==> src/rtl/muldiv_seq_ctrl_pkg.sv <==
// Shared types and constants for the mul/div sequencer: FSM encoding,
// op_kind codes and the divide-by-zero result pattern.
package muldiv_seq_ctrl_pkg;

   typedef enum logic [1:0] {
      ST_IDLE = 2'd0,
      ST_MUL  = 2'd1,
      ST_DIV  = 2'd2,
      ST_DONE = 2'd3
   } state_t;

   localparam logic [1:0]  OP_MULT  = 2'b00;
   localparam logic [1:0]  OP_MULTU = 2'b01;
   localparam logic [1:0]  OP_DIV   = 2'b10;
   localparam logic [1:0]  OP_DIVU  = 2'b11;

   // lo value written when the divisor is zero (hi gets the dividend)
   localparam logic [31:0] DIV0_LO  = 32'hFFFF_FFFF;

   function automatic logic is_div_kind(input logic [1:0] kind);
      return kind[1];
   endfunction

   function automatic logic kind_is_signed(input logic [1:0] kind);
      return ~kind[0];
   endfunction

endpackage

==> src/rtl/muldiv_lat_cnt.sv <==
// Loadable down-counter that times the fixed multiplier latency.
// Saturates at zero; zero flags the cycle the product is valid.
module muldiv_lat_cnt #(
   parameter int CNT_W = 3
) (
   input  logic             clk,
   input  logic             resetn,
   input  logic             load,
   input  logic [CNT_W-1:0] load_val,
   input  logic             dec,
   output logic             zero
);

   logic [CNT_W-1:0] cnt;

   always_ff @(posedge clk or negedge resetn) begin
      if (!resetn) begin
         cnt <= '0;
      end else if (load) begin
         cnt <= load_val;
      end else if (dec && (cnt != '0)) begin
         cnt <= cnt - 1'b1;
      end
   end

   assign zero = (cnt == '0);

endmodule

==> src/rtl/muldiv_seq_ctrl.sv <==
// Sequences the shared multiplier and iterative divider for EX: latches operands,
// stalls the pipe until the 64-bit result is captured, then issues one hi/lo write.
module muldiv_seq_ctrl
   import muldiv_seq_ctrl_pkg::*;
#(
   parameter int MUL_LAT = 2,
   parameter int CNT_W   = 3
) (
   input  logic        clk,
   input  logic        resetn,
   input  logic        op_valid,
   input  logic [1:0]  op_kind,
   input  logic [31:0] op_src1,
   input  logic [31:0] op_src2,
   input  logic        flush,
   input  logic        ex_hold,
   output logic        mul_signed,
   output logic [31:0] mul_ina,
   output logic [31:0] mul_inb,
   input  logic [63:0] mul_result,
   output logic        div_start,
   output logic        div_signed,
   output logic [31:0] div_op1,
   output logic [31:0] div_op2,
   output logic        div_annul,
   input  logic        div_ready,
   input  logic [63:0] div_result,
   output logic        stallreq,
   output logic        hilo_we,
   output logic [31:0] hi_o,
   output logic [31:0] lo_o,
   output logic        busy,
   output logic [1:0]  dbg_state
);

   state_t      state;
   logic [31:0] src1_q;
   logic [31:0] src2_q;
   logic        signed_q;
   logic        accept;
   logic        in_mul;
   logic        in_div;
   logic        cnt_load;
   logic        cnt_dec;
   logic        cnt_zero;

   assign accept   = (state == ST_IDLE) && op_valid && !flush;
   assign cnt_load = accept && !is_div_kind(op_kind);
   assign cnt_dec  = in_mul && !flush;

   muldiv_lat_cnt #(
      .CNT_W (CNT_W)
   ) u_lat_cnt (
      .clk      (clk),
      .resetn   (resetn),
      .load     (cnt_load),
      .load_val (CNT_W'(MUL_LAT - 1)),
      .dec      (cnt_dec),
      .zero     (cnt_zero)
   );

   // Flush overrides every transition; captures in MUL/DIV are dropped with it.
   always_ff @(posedge clk or negedge resetn) begin
      if (!resetn) begin
         state    <= ST_IDLE;
         src1_q   <= '0;
         src2_q   <= '0;
         signed_q <= 1'b0;
         hi_o     <= '0;
         lo_o     <= '0;
      end else if (flush) begin
         state <= ST_IDLE;
      end else begin
         case (state)
            ST_IDLE: begin
               if (op_valid) begin
                  src1_q   <= op_src1;
                  src2_q   <= op_src2;
                  signed_q <= kind_is_signed(op_kind);
                  if (!is_div_kind(op_kind)) begin
                     state <= ST_MUL;
                  end else if (op_src2 != '0) begin
                     state <= ST_DIV;
                  end else begin
                     hi_o  <= op_src1;
                     lo_o  <= DIV0_LO;
                     state <= ST_DONE;
                  end
               end
            end
            ST_MUL: begin
               if (cnt_zero) begin
                  hi_o  <= mul_result[63:32];
                  lo_o  <= mul_result[31:0];
                  state <= ST_DONE;
               end
            end
            ST_DIV: begin
               if (div_ready) begin
                  hi_o  <= div_result[63:32];
                  lo_o  <= div_result[31:0];
                  state <= ST_DONE;
               end
            end
            ST_DONE: begin
               if (!ex_hold) begin
                  state <= ST_IDLE;
               end
            end
            default: state <= ST_IDLE;
         endcase
      end
   end

   // Unit operands are zero outside their own state so idle units see no activity.
   always_comb begin
      in_mul     = (state == ST_MUL);
      in_div     = (state == ST_DIV);
      mul_signed = in_mul && signed_q;
      mul_ina    = in_mul ? src1_q : '0;
      mul_inb    = in_mul ? src2_q : '0;
      div_start  = in_div && !flush;
      div_annul  = in_div && flush;
      div_signed = in_div && signed_q;
      div_op1    = in_div ? src1_q : '0;
      div_op2    = in_div ? src2_q : '0;
      hilo_we    = (state == ST_DONE) && !ex_hold && !flush;
      stallreq   = accept || in_mul || in_div;
      busy       = (state != ST_IDLE);
   end

   assign dbg_state = state;

endmodule

==> config.mk <==
export PLATFORM = sky130hd
export DESIGN_NAME = muldiv_seq_ctrl
export DESIGN_NICKNAME = d
export VERILOG_FILES = /design/src/rtl/muldiv_seq_ctrl_pkg.sv /design/src/rtl/muldiv_lat_cnt.sv /design/src/rtl/muldiv_seq_ctrl.sv
export SDC_FILE = /design/constraint.sdc
export NUM_CORES = 1
export LEC_CHECK = 0
export BUFFER_PORTS_ARGS = -buffer_cell sky130_fd_sc_hd__buf_2
export CAP_MARGIN = 20
export CORE_AREA = 2 2 156 158
export CTS_CLUSTER_SIZE = 28
export DETAILED_ROUTE_END_ITERATION = 10
export DIE_AREA = 0 0 158 160
export MAX_ROUTING_LAYER = met4
export SLEW_MARGIN = 20
export SYNTH_ARGS = -nofsm -noshare
export SYNTH_HDL_FRONTEND = slang
export SYNTH_SLANG_ARGS = --single-unit
==> constraint.sdc <==
create_clock -name clk -period 3.2 [get_ports clk]
set_input_delay 0.32 -clock clk [delete_from_list [all_inputs] [get_ports clk]]
set_output_delay 0.32 -clock clk [all_outputs]
set_load 0.005 [all_outputs]
==> impl_metrics.toml, run 1 <==
[yosys]
synthSimpleGateAreaFrac_pct = 16.4
synth_largest_area_cell = "dfrtp_1"
synth_compound_area_share_pct = 9.77
synth_adder_area_share_pct = 1.02
synth.yosys.warnings = 0
syn-instance-count = 663
synth_top_family_by_area = "multiplexers"
yosys-mux-area-fraction_pct = 23.0
yosys.area_share.xor_xnor_pct = 0.239
syn_avg_cell_area_um2 = 11.1
ys_seq_elements = 134
syn-num-nets = 869
ys_seq_area_share_pct = 45.7
ys_types = 28
synth_top_area_share_pct = 45.7
netlist_top_cells_area = "dfrtp_1 (46%), mux2_4 (12%), and2_1 (11%)"
synth_area_um2 = 7340

[power]
ir_drop_v = 0.000411
p_per_area_nw_per_um2 = 910
leakagePower_nw = 5.31

[layout]
layout_common_cells = "buf_2 (399), dfrtp_1 (134), and2_1 (131)"
diodes = 0
multi_input_area_um2 = 3760
layout-drive-gt1-share_pct = 54.8
syn_to_final_growth_pct = 39.5
ff_latch_area_um2 = 3350
final_area_um2 = 10200
final_common_cell = "buf_2"
fillers = 2389
layout.nets = 1241

[global_route]
grt_pass1_wl_mm = 34.3
grt_pass1_vias = 6176
grt_start_max_net_pins = 133
grt_usage_pct = 18.0
antenna_found_initial = 0
grt_overflow_total = 0

[floorplanning]
die_w_um = 158
core.rowCount = 57
pin_count = 401
die_y_um = 160
initial_utilization_pct = 30.8
coreArea_um2 = 23800
dieArea_um2 = 25300

[route]
ant_nets = 0
drtIter0Drc = 277
via_per_inst = 4.64
route.vias.total = 6357
wl_per_cell_um = 16.7
drc_errors = 0
drt_first_pass_iters = 4
wl_mm = 22.9
dr_wl_met2_mm = 11.3
routed-wl-met3_mm = 1.22
wl_met1_mm = 9.94
highest_layer = "met4"

[sta]
timing.final.crit_share_pct = 86.1
holdWs_ns = 0.0980
max-slew-margin-rel_pct = 31.7
fmax_mhz = 363
rsz0062_at_grt = "no"
fin_skew_ns = 0.0133
maxSlewViolCount = 0
fin_tns_setup_ns = 0
hold_viol_final = 0
finalSetupViolCount = 0
worst_pin_slew_ns = 1.02
post-route-min-period_ns = 2.75

[placed_design]
hpwl_mm = 16.6
port_buffers = 400
dpl-instance-area_um2 = 9660
gp_congestion = 0.820

[run_status]
status = "completed"

[critical_path]
worst_ep_arrival_time_ns = 2.43
crit_required_ns = 2.88
end_kind = "output port"
crit_path_start_kind = "register"
crit_path_max_fanout = 69
path_class = "register to output port"

[clock_tree]
post_cts_buffers = 0
cts_tree = "built"
clkTransAtPathRegs_ns = 0.06
cts.htree.levels = 4
cts_sinks = 134
cts_root_buffer = "clkbuf_16"
cts-buffers-inserted = 17
clk_latency_ns = 0.42
cts_buffer_depth = 2

[job]
maxCapViolCount = 0

[min_path]
hp-class = "input pin to register"
[power breakdown]
part	leakage [nW]	internal, mW	switching (mW)
Combinational	3.47	2.28	2.00
Sequential	1.56	2.54	0.565
Clock	0.278	1.16	0.767
Total	5.31	5.99	3.33
[layer usage]
layer  vias up  GRT usage [%]
met5         -              -
met4         0           6.22
met3        25           2.85
met2       238           29.8
met1      3047           22.2
li1       3047              -
[kinds of logic (layout without fill, tap and decap cells)]
| logic type | Yosys count | after routing |
|---|---|---|
| and+or+nand+nor | 222 | 222 |
| DFF | 134 | 134 |
| muxes | 130 | 130 |
| AOI/OAI and AO/OA | 106 | 106 |
| buffers and inverters | 63 | 446 |
| adders and majority gates | 6 | 6 |
| xor gates and xnor gates | 2 | 2 |
[flip-flops by register name, summed over array words and instances, names as in the netlist]
name,flops
dbg_state,2
src1_q,32
src2_q,32
lo_o,32
hi_o,32
signed_q,1
u_lat_cnt.cnt,3
[final timing paths]
check | startpoint | end | cells past startpoint | slack, ns
min | op_kind[0] | signed_q$_DFFE_PN0P_ | 2 | 0.1
min in group asynchronous | resetn | hi_o[3]$_DFFE_PN0P_ | 2 | 0.50
max reg2reg | dbg_state[1]$_DFFE_PN0P_ | hi_o[22]$_DFFE_PN0P_ | 7 | 0.84
min reg2reg | lo_o[17]$_DFFE_PN0P_ | lo_o[17]$_DFFE_PN0P_ | 1 | 0.50
max in group asynchronous | resetn | src1_q[19]$_DFFE_PN0P_ | 3 | 1.87
max | dbg_state[1]$_DFFE_PN0P_ | stallreq | 6 | 0.45
[per-stage QoR]
step | utilization [%] | power [mW] | std cells | setup slack, ns
2_1_floorplan | - | 5.68 | 663 | 0.777
3_3_place_gp | 40.6 | 7.38 | 1339 | 0.687
3_5_place_dp | 40.6 | 7.47 | 1339 | 0.636
4_1_cts | 43.0 | 9.46 | 1370 | 0.383
5_1_grt | 43.0 | 9.99 | 1370 | 0.264
6_report | 43.0 | 9.32 | 1370 | 0.446
[critical path, cell delays in order (launching register included)]
cell and delay [ns]:
dfrtp_1 0.44, inv_1 0.15, ha_4 0.21, inv_1 0.13
or3_4 0.81, nand2_1 0.09, buf_2 0.17
[layout make-up]
cell class              instances  share of cell area [%]
multi-input cells             466                    36.7
flip-flops and latches        134                    32.7
repair buffers                409                    20.8
inverters                       7                   0.257
clock buffers                  18                    4.29
clock inverters                12                    1.27
well taps                     324                    3.96
[cells in the mapped netlist (all sizes together)]
cell,instances
dfrtp,134
a222oi,1
a31oi,1
a21oi,33
a41o,1
clkbuf,41
ha,6
a22oi,64
and2,131
nor3b,1
nor4,8
o21ai,3
mux2,130
inv,7
o211ai,1
buf,15
nor2b,2
nand4,2
nor2,39
or3,1
a211oi,1
xnor2,2
o2111ai,1
nand2,36
nand2b,1
and3b,1
[timing repair]
action | CTS | global route
gates resized for setup | 0 | 0
hold endpoints to repair | 48 | 0
hold buffers | 1 | 0
setup endpoints to repair | 0 | 0
No activity file was read; power rests on OpenSTA's default activity.
==> run 2, diff against run 1 <==
ABC_AREA = 1   (was not set)
CORE_AREA = 2 2 157 159   (was 2 2 156 158)
DIE_AREA = 0 0 159 161   (was 0 0 158 160)
==> run 2 against run 1 <==
Against the previous run:
- flip-flop and latch count stayed put
- clock-buffer cell count is 1 higher
- synthesized cell count is 76% higher
- global-route usage is 2.7 points higher
- sequential power is 1% higher
- final cell count is 36% higher
- clock skew is 0.0028 ns lower
- routed wire length is 16% higher
- sequential share of layout area is 0.95 points lower
- critical path type unchanged
- critical endpoint is now div_op1[27]
- largest cell class unchanged
==> impl_metrics.toml, run 2 <==
[sta]
hold_viol_final = 0
rsz0062_at_grt = "no"
maxSlewViolCount = 0
fin_skew_ns = 0.0104
timing.final.crit_share_pct = 82.4
finalSetupViolCount = 0
fin_tns_setup_ns = 0
worst_pin_slew_ns = 0.925
fmax_mhz = 379
post-route-min-period_ns = 2.64
max-slew-margin-rel_pct = 38.4

[layout]
final_common_cell = "nand2_1"
syn_to_final_growth_pct = 39.0
layout.nets = 1732
layout-drive-gt1-share_pct = 29.4
layout_common_cells = "nand2_1 (597), buf_2 (399), inv_1 (146)"
fillers = 2569
fin_util_pct = 44.0

[global_route]
grt_pass1_vias = 7541
grt_start_max_net_pins = 132
grt_overflow_total = 0
grt_pass1_wl_mm = 40.7
antenna_found_initial = 2
grt_usage_pct = 20.7

[min_path]
min_path_cells = 2
hp-class = "input pin to register"

[floorplanning]
coreArea_um2 = 24000
pin_count = 401
dieArea_um2 = 25600
die_w_um = 159
initial_utilization_pct = 31.7
core.rowCount = 57
die_y_um = 161

[clock_tree]
postCtsResizedCells = 0
cts.htree.levels = 4
clk_latency_ns = 0.41
clkTransAtPathRegs_ns = 0.06
cts_root_buffer = "clkbuf_16"
cts_tree = "built"
cts_sinks = 134
cts_buffer_depth = 2
cts-buffers-inserted = 17

[yosys]
yosys-top-cells-count = "nand2_1 (598), inv_1 (146), dfrtp_1 (134), nand3_1 (101), nor2_1 (59)"
synth_adder_area_share_pct = 0.990
syn-instance-count = 1168
syn-num-nets = 1374
synth_enable_flop_cells = 0
ys_seq_elements = 134
netlist_top_cells_area = "dfrtp_1 (44%), nand2_1 (30%), inv_1 (7.2%)"
synth_largest_area_cell = "dfrtp_1"
ys_seq_area_share_pct = 44.2
yosysMostFrequentCell = "nand2_1"
syn_avg_cell_area_um2 = 6.49
yosys-mux-area-fraction_pct = 0
synth_top_family_by_area = "simple AND/OR/NAND/NOR gates"
synth_top_area_share_pct = 44.2
synth_flop_cell = "dfrtp_1"
yosys.area_share.xor_xnor_pct = 0.115
ys_types = 21
synth_compound_area_share_pct = 3.13
synth_area_um2 = 7580
synthArstFlopShare_pct = 100
synthSimpleGateAreaFrac_pct = 39.9
synth.yosys.warnings = 0

[route]
drc_errors = 0
wl_per_cell_um = 14.2
drtIter0Drc = 480
route.vias.total = 8396
wl_mm = 26.6
ant_nets = 0
via_per_inst = 4.50
drt_first_pass_iters = 5

[critical_path]
crit_required_ns = 2.88
crit_path_max_fanout = 54
crit_path_start_kind = "register"
path_class = "register to output port"
end_kind = "output port"
worst-r2r-cell-count = 9
worst_ep_arrival_time_ns = 2.32

[power]
switching_share_pct = 44.3
combPwrFrac_pct = 49.6
internal_power_mw = 5.81
finalPower_mw = 10.4
p_per_area_nw_per_um2 = 990
ir_drop_v = 0.000571
seqPwrFrac_pct = 30.2
clkPwrFrac_pct = 20.3
netSwitchingPower_mw = 4.63
leakagePower_nw = 6.81

[job]
maxCapViolCount = 0

[placed_design]
gp_congestion = 0.873
port_buffers = 400
hpwl_mm = 19.5

[run_status]
status = "completed"
[run 2: cell count changes after synthesis, sizes merged, moves of 20 or more]
cell and change:
and2 -131, nand3 +101, inv +141, a21oi -33
nand2 +562, nor2 +20, a22oi -64, a31oi +31
mux2 -130, buf +29
[run 2: power by group through the flow]
stage	clock [mW]	combinational [mW]	sequential, mW
after floorplan	0	3.21	3.03
after global placement	0	5.26	3.14
after detailed placement	0	5.31	3.15
after CTS	2.16	5.30	3.14
after global routing	2.25	5.83	3.24
final	2.11	5.18	3.15
[run 2: area by class of cell]
cell class                      instances  area [um^2]  area share [%]
Antenna cell                            3         7.51          0.0712
Clock buffer                           19          443            4.20
Clock inverter                         13          196            1.86
Inverter                              148          556            5.27
Multi-Input combinational cell        811         3410            32.3
Sequential cell                       134         3350            31.8
Tap cell                              324          405            3.84
Timing Repair Buffer                  414         2180            20.7
[run 2: cells by family after synthesis]
family | Yosys count
XOR/XNOR | 1
flip-flops | 134
buffers and inverters | 223
AND/OR/NAND/NOR | 765
AO/OA/AOI/OAI | 39
adder cells (fa/ha/maj) | 6
[run 2: through the flow]
stage                     cell area (um^2)  hold slack [ns]  cells  setup WS (ns)
after floorplan                       7580           0.0244   1168           1.30
after global placement                9890            0.356   1830          0.853
after detailed placement              9890            0.355   1830          0.788
after CTS                            10500           0.0960   1863          0.474
after global routing                 10500            0.110   1865          0.347
final                                10500            0.124   1866          0.565
[run 2: routing by layer]
metal  vias to the layer above  wire length, um  GRT usage, %
met5                         -                0             -
met1                      3849            11300          26.5
li1                       4220                -             -
met4                         0              574          6.90
met3                        30             1560          4.01
met2                       297            13100          33.1
[run 2: path summary, 6_finish.rpt]
| kind | start | endpoint | slack (ns) |
|---|---|---|---|
| max in group asynchronous | resetn | src1_q[19]$_DFFE_PN0P_ | 1.91 |
| worst max-delay path | dbg_state[0]$_DFFE_PN0P_ | div_op1[27] | 0.56 |
| worst max register to register | dbg_state[0]$_DFFE_PN0P_ | hi_o[24]$_DFFE_PN0P_ | 0.84 |
| worst min register to register | hi_o[4]$_DFFE_PN0P_ | hi_o[4]$_DFFE_PN0P_ | 0.46 |
| min in group asynchronous | resetn | lo_o[27]$_DFFE_PN0P_ | 0.47 |
| worst min-delay path | op_kind[0] | signed_q$_DFFE_PN0P_ | 0.12 |
[run 2: repair_timing]
action / 4_1_cts / 5_1_grt
buffers inserted: 0 / 0
hold buffers: 1 / 0
endpoints found under the hold margin: 65 / 0
[run 2: critical path: stages, from the launching register on]
cell and delay, ns:
dfrtp_1 0.44, inv_1 0.18, ha_4 0.41, buf_4 0.54
nand2_1 0.11, inv_1 0.08, buf_2 0.11
==> run 3, diff against run 2 <==
ABC_AREA = 0   (was 1)
CORE_AREA = 2 2 156 158   (was 2 2 157 159)
DIE_AREA = 0 0 158 160   (was 0 0 159 161)
clock period = 2.6 ns   (was 3.2 ns; I/O delays follow)
==> run 3 against run 2 <==
Against the previous run:
- final area is 2.2% lower
- combinational power up 3%
- register-to-register slack got worse by 0.64 ns
- largest cell class unchanged
- highest routed layer unchanged
==> impl_metrics.toml, run 3 (synthesized netlist as in run 1, its figures left out) <==
[run_status]
status = "completed"

[clock_tree]
cts_tree = "built"
clkTransAtPathRegs_ns = 0.06
cts_root_buffer = "clkbuf_16"
cts_buffer_depth = 2
cts_sinks = 134
cts-buffers-inserted = 17
cts.htree.levels = 4
clk_latency_ns = 0.42

[critical_path]
slowest_stage = "or3_2"
cpPeakStageDelay_ns = 0.87
path_class = "register to register"
crit_required_ns = 2.90
worst_ep_arrival_time_ns = 2.70
path_common_cell = "inv_1"
end_kind = "register"
crit_path_max_fanout = 34
crit_family = "simple AND/OR/NAND/NOR gates"
path_buf_inv = 2
crit_path_start_kind = "register"
crit_chain = "inv_1 > ha_4 > inv_1 > or3_2 > mux2_2"

[power]
leakagePower_nw = 5.34
ir_drop_v = 0.000554
p_per_area_nw_per_um2 = 1130

[job]
maxCapViolCount = 0

[route]
drtIter0Drc = 285
ant_nets = 0
drc_errors = 0
wl_mm = 23.5
via_per_inst = 4.63
wl_per_cell_um = 17.0
route.vias.total = 6371
drt_first_pass_iters = 5

[sta]
fin_tns_setup_ns = 0
setup_slack_ns = 0.198
rsz0062_at_grt = "no"
fin_skew_ns = 0.00857
maxSlewViolCount = 0
finalSetupViolCount = 0
worst_pin_slew_ns = 0.850
hold_viol_final = 0
max-slew-margin-rel_pct = 43.3
timing.final.crit_share_pct = 92.4
fmax_mhz = 416
post-route-min-period_ns = 2.40

[global_route]
grt_usage_pct = 18.1
grt_pass1_vias = 6187
antenna_found_initial = 0
grt_overflow_total = 0
grt_start_max_net_pins = 132
grt_pass1_wl_mm = 34.3

[floorplanning]
coreArea_um2 = 23800
die_w_um = 158
die_y_um = 160
pin_count = 401
core.rowCount = 57
dieArea_um2 = 25300
initial_utilization_pct = 30.8

[placed_design]
hpwl_mm = 16.5
gp_congestion = 0.804
port_buffers = 400
pre_cts_slack_ns = 0.239

[layout]
diodes = 0
final_common_cell = "buf_2"
syn_to_final_growth_pct = 40.5
layout_common_cells = "buf_2 (399), dfrtp_1 (134), and2_1 (131)"
layout.nets = 1246
layout-drive-gt1-share_pct = 55.0

[min_path]
hp-class = "input pin to register"
run 3: metrics by stage:
stage / cells / power (mW) / hold slack, ns / instance area [um^2] / utilization (%)
after floorplan: 663 / 6.99 / -0.0356 / 7340 / -
after global placement: 1340 / 9.08 / 0.260 / 9670 / 40.6
after detailed placement: 1340 / 9.19 / 0.269 / 9670 / 40.6
after CTS: 1374 / 11.7 / 0.0117 / 10300 / 43.2
after global routing: 1377 / 12.5 / 0.0341 / 10300 / 43.3
final: 1377 / 11.6 / 0.0267 / 10300 / 43.3
run 3: power by group:
group          leakage [nW]  switching [mW]  internal, mW
combinational          3.49            2.48          2.83
clock                 0.281           0.993          1.48
sequential             1.56           0.699          3.13
run 3: area by class of cell:
type	instances	area, um^2
Clock buffer	20	457
Timing Repair Buffer	412	2150
Clock inverter	12	143
Multi-Input combinational cell	468	3770
Tap cell	324	405
Sequential cell	134	3350
Inverter	7	26.3
Fill cell	2385	13500
run 3: timing repair:
action,4_1_cts,5_1_grt
pin swaps,1,1
endpoints found under the hold margin,50,0
hold buffers,1,0
buffers inserted,0,2
endpoints found under the setup margin,1,2
gates resized for setup,0,1
cloned,1,1
run 3: per-layer routing:
layer  vias up  global-route usage (%)  wire, um
met5         -                       -         0
met4         0                    5.36       408
met3        26                    3.20      1270
met2       250                    29.9     11500
met1      3030                    22.6     10300
li1       3065                       -         -
run 3: path summary, 6_finish.rpt:
kind	endpoint	slack [ns]	depth (start not counted)	startpoint
worst max-delay path	src1_q[26]$_DFFE_PN0P_	0.20	5	dbg_state[0]$_DFFE_PN0P_
worst min-delay path	signed_q$_DFFE_PN0P_	0.03	2	op_kind[0]
worst max register to register	src1_q[26]$_DFFE_PN0P_	0.20	5	dbg_state[0]$_DFFE_PN0P_
worst min register to register	hi_o[7]$_DFFE_PN0P_	0.51	1	hi_o[7]$_DFFE_PN0P_
max in group asynchronous	hi_o[28]$_DFFE_PN0P_	1.45	3	resetn
min in group asynchronous	src1_q[0]$_DFFE_PN0P_	0.36	2	resetn
run 3: worst reg2reg max path: stages (launching register included):
cell and delay, ns:
dfrtp_1 0.44, inv_1 0.22, ha_4 0.20, inv_1 0.14, or3_2 0.87, mux2_2 0.42
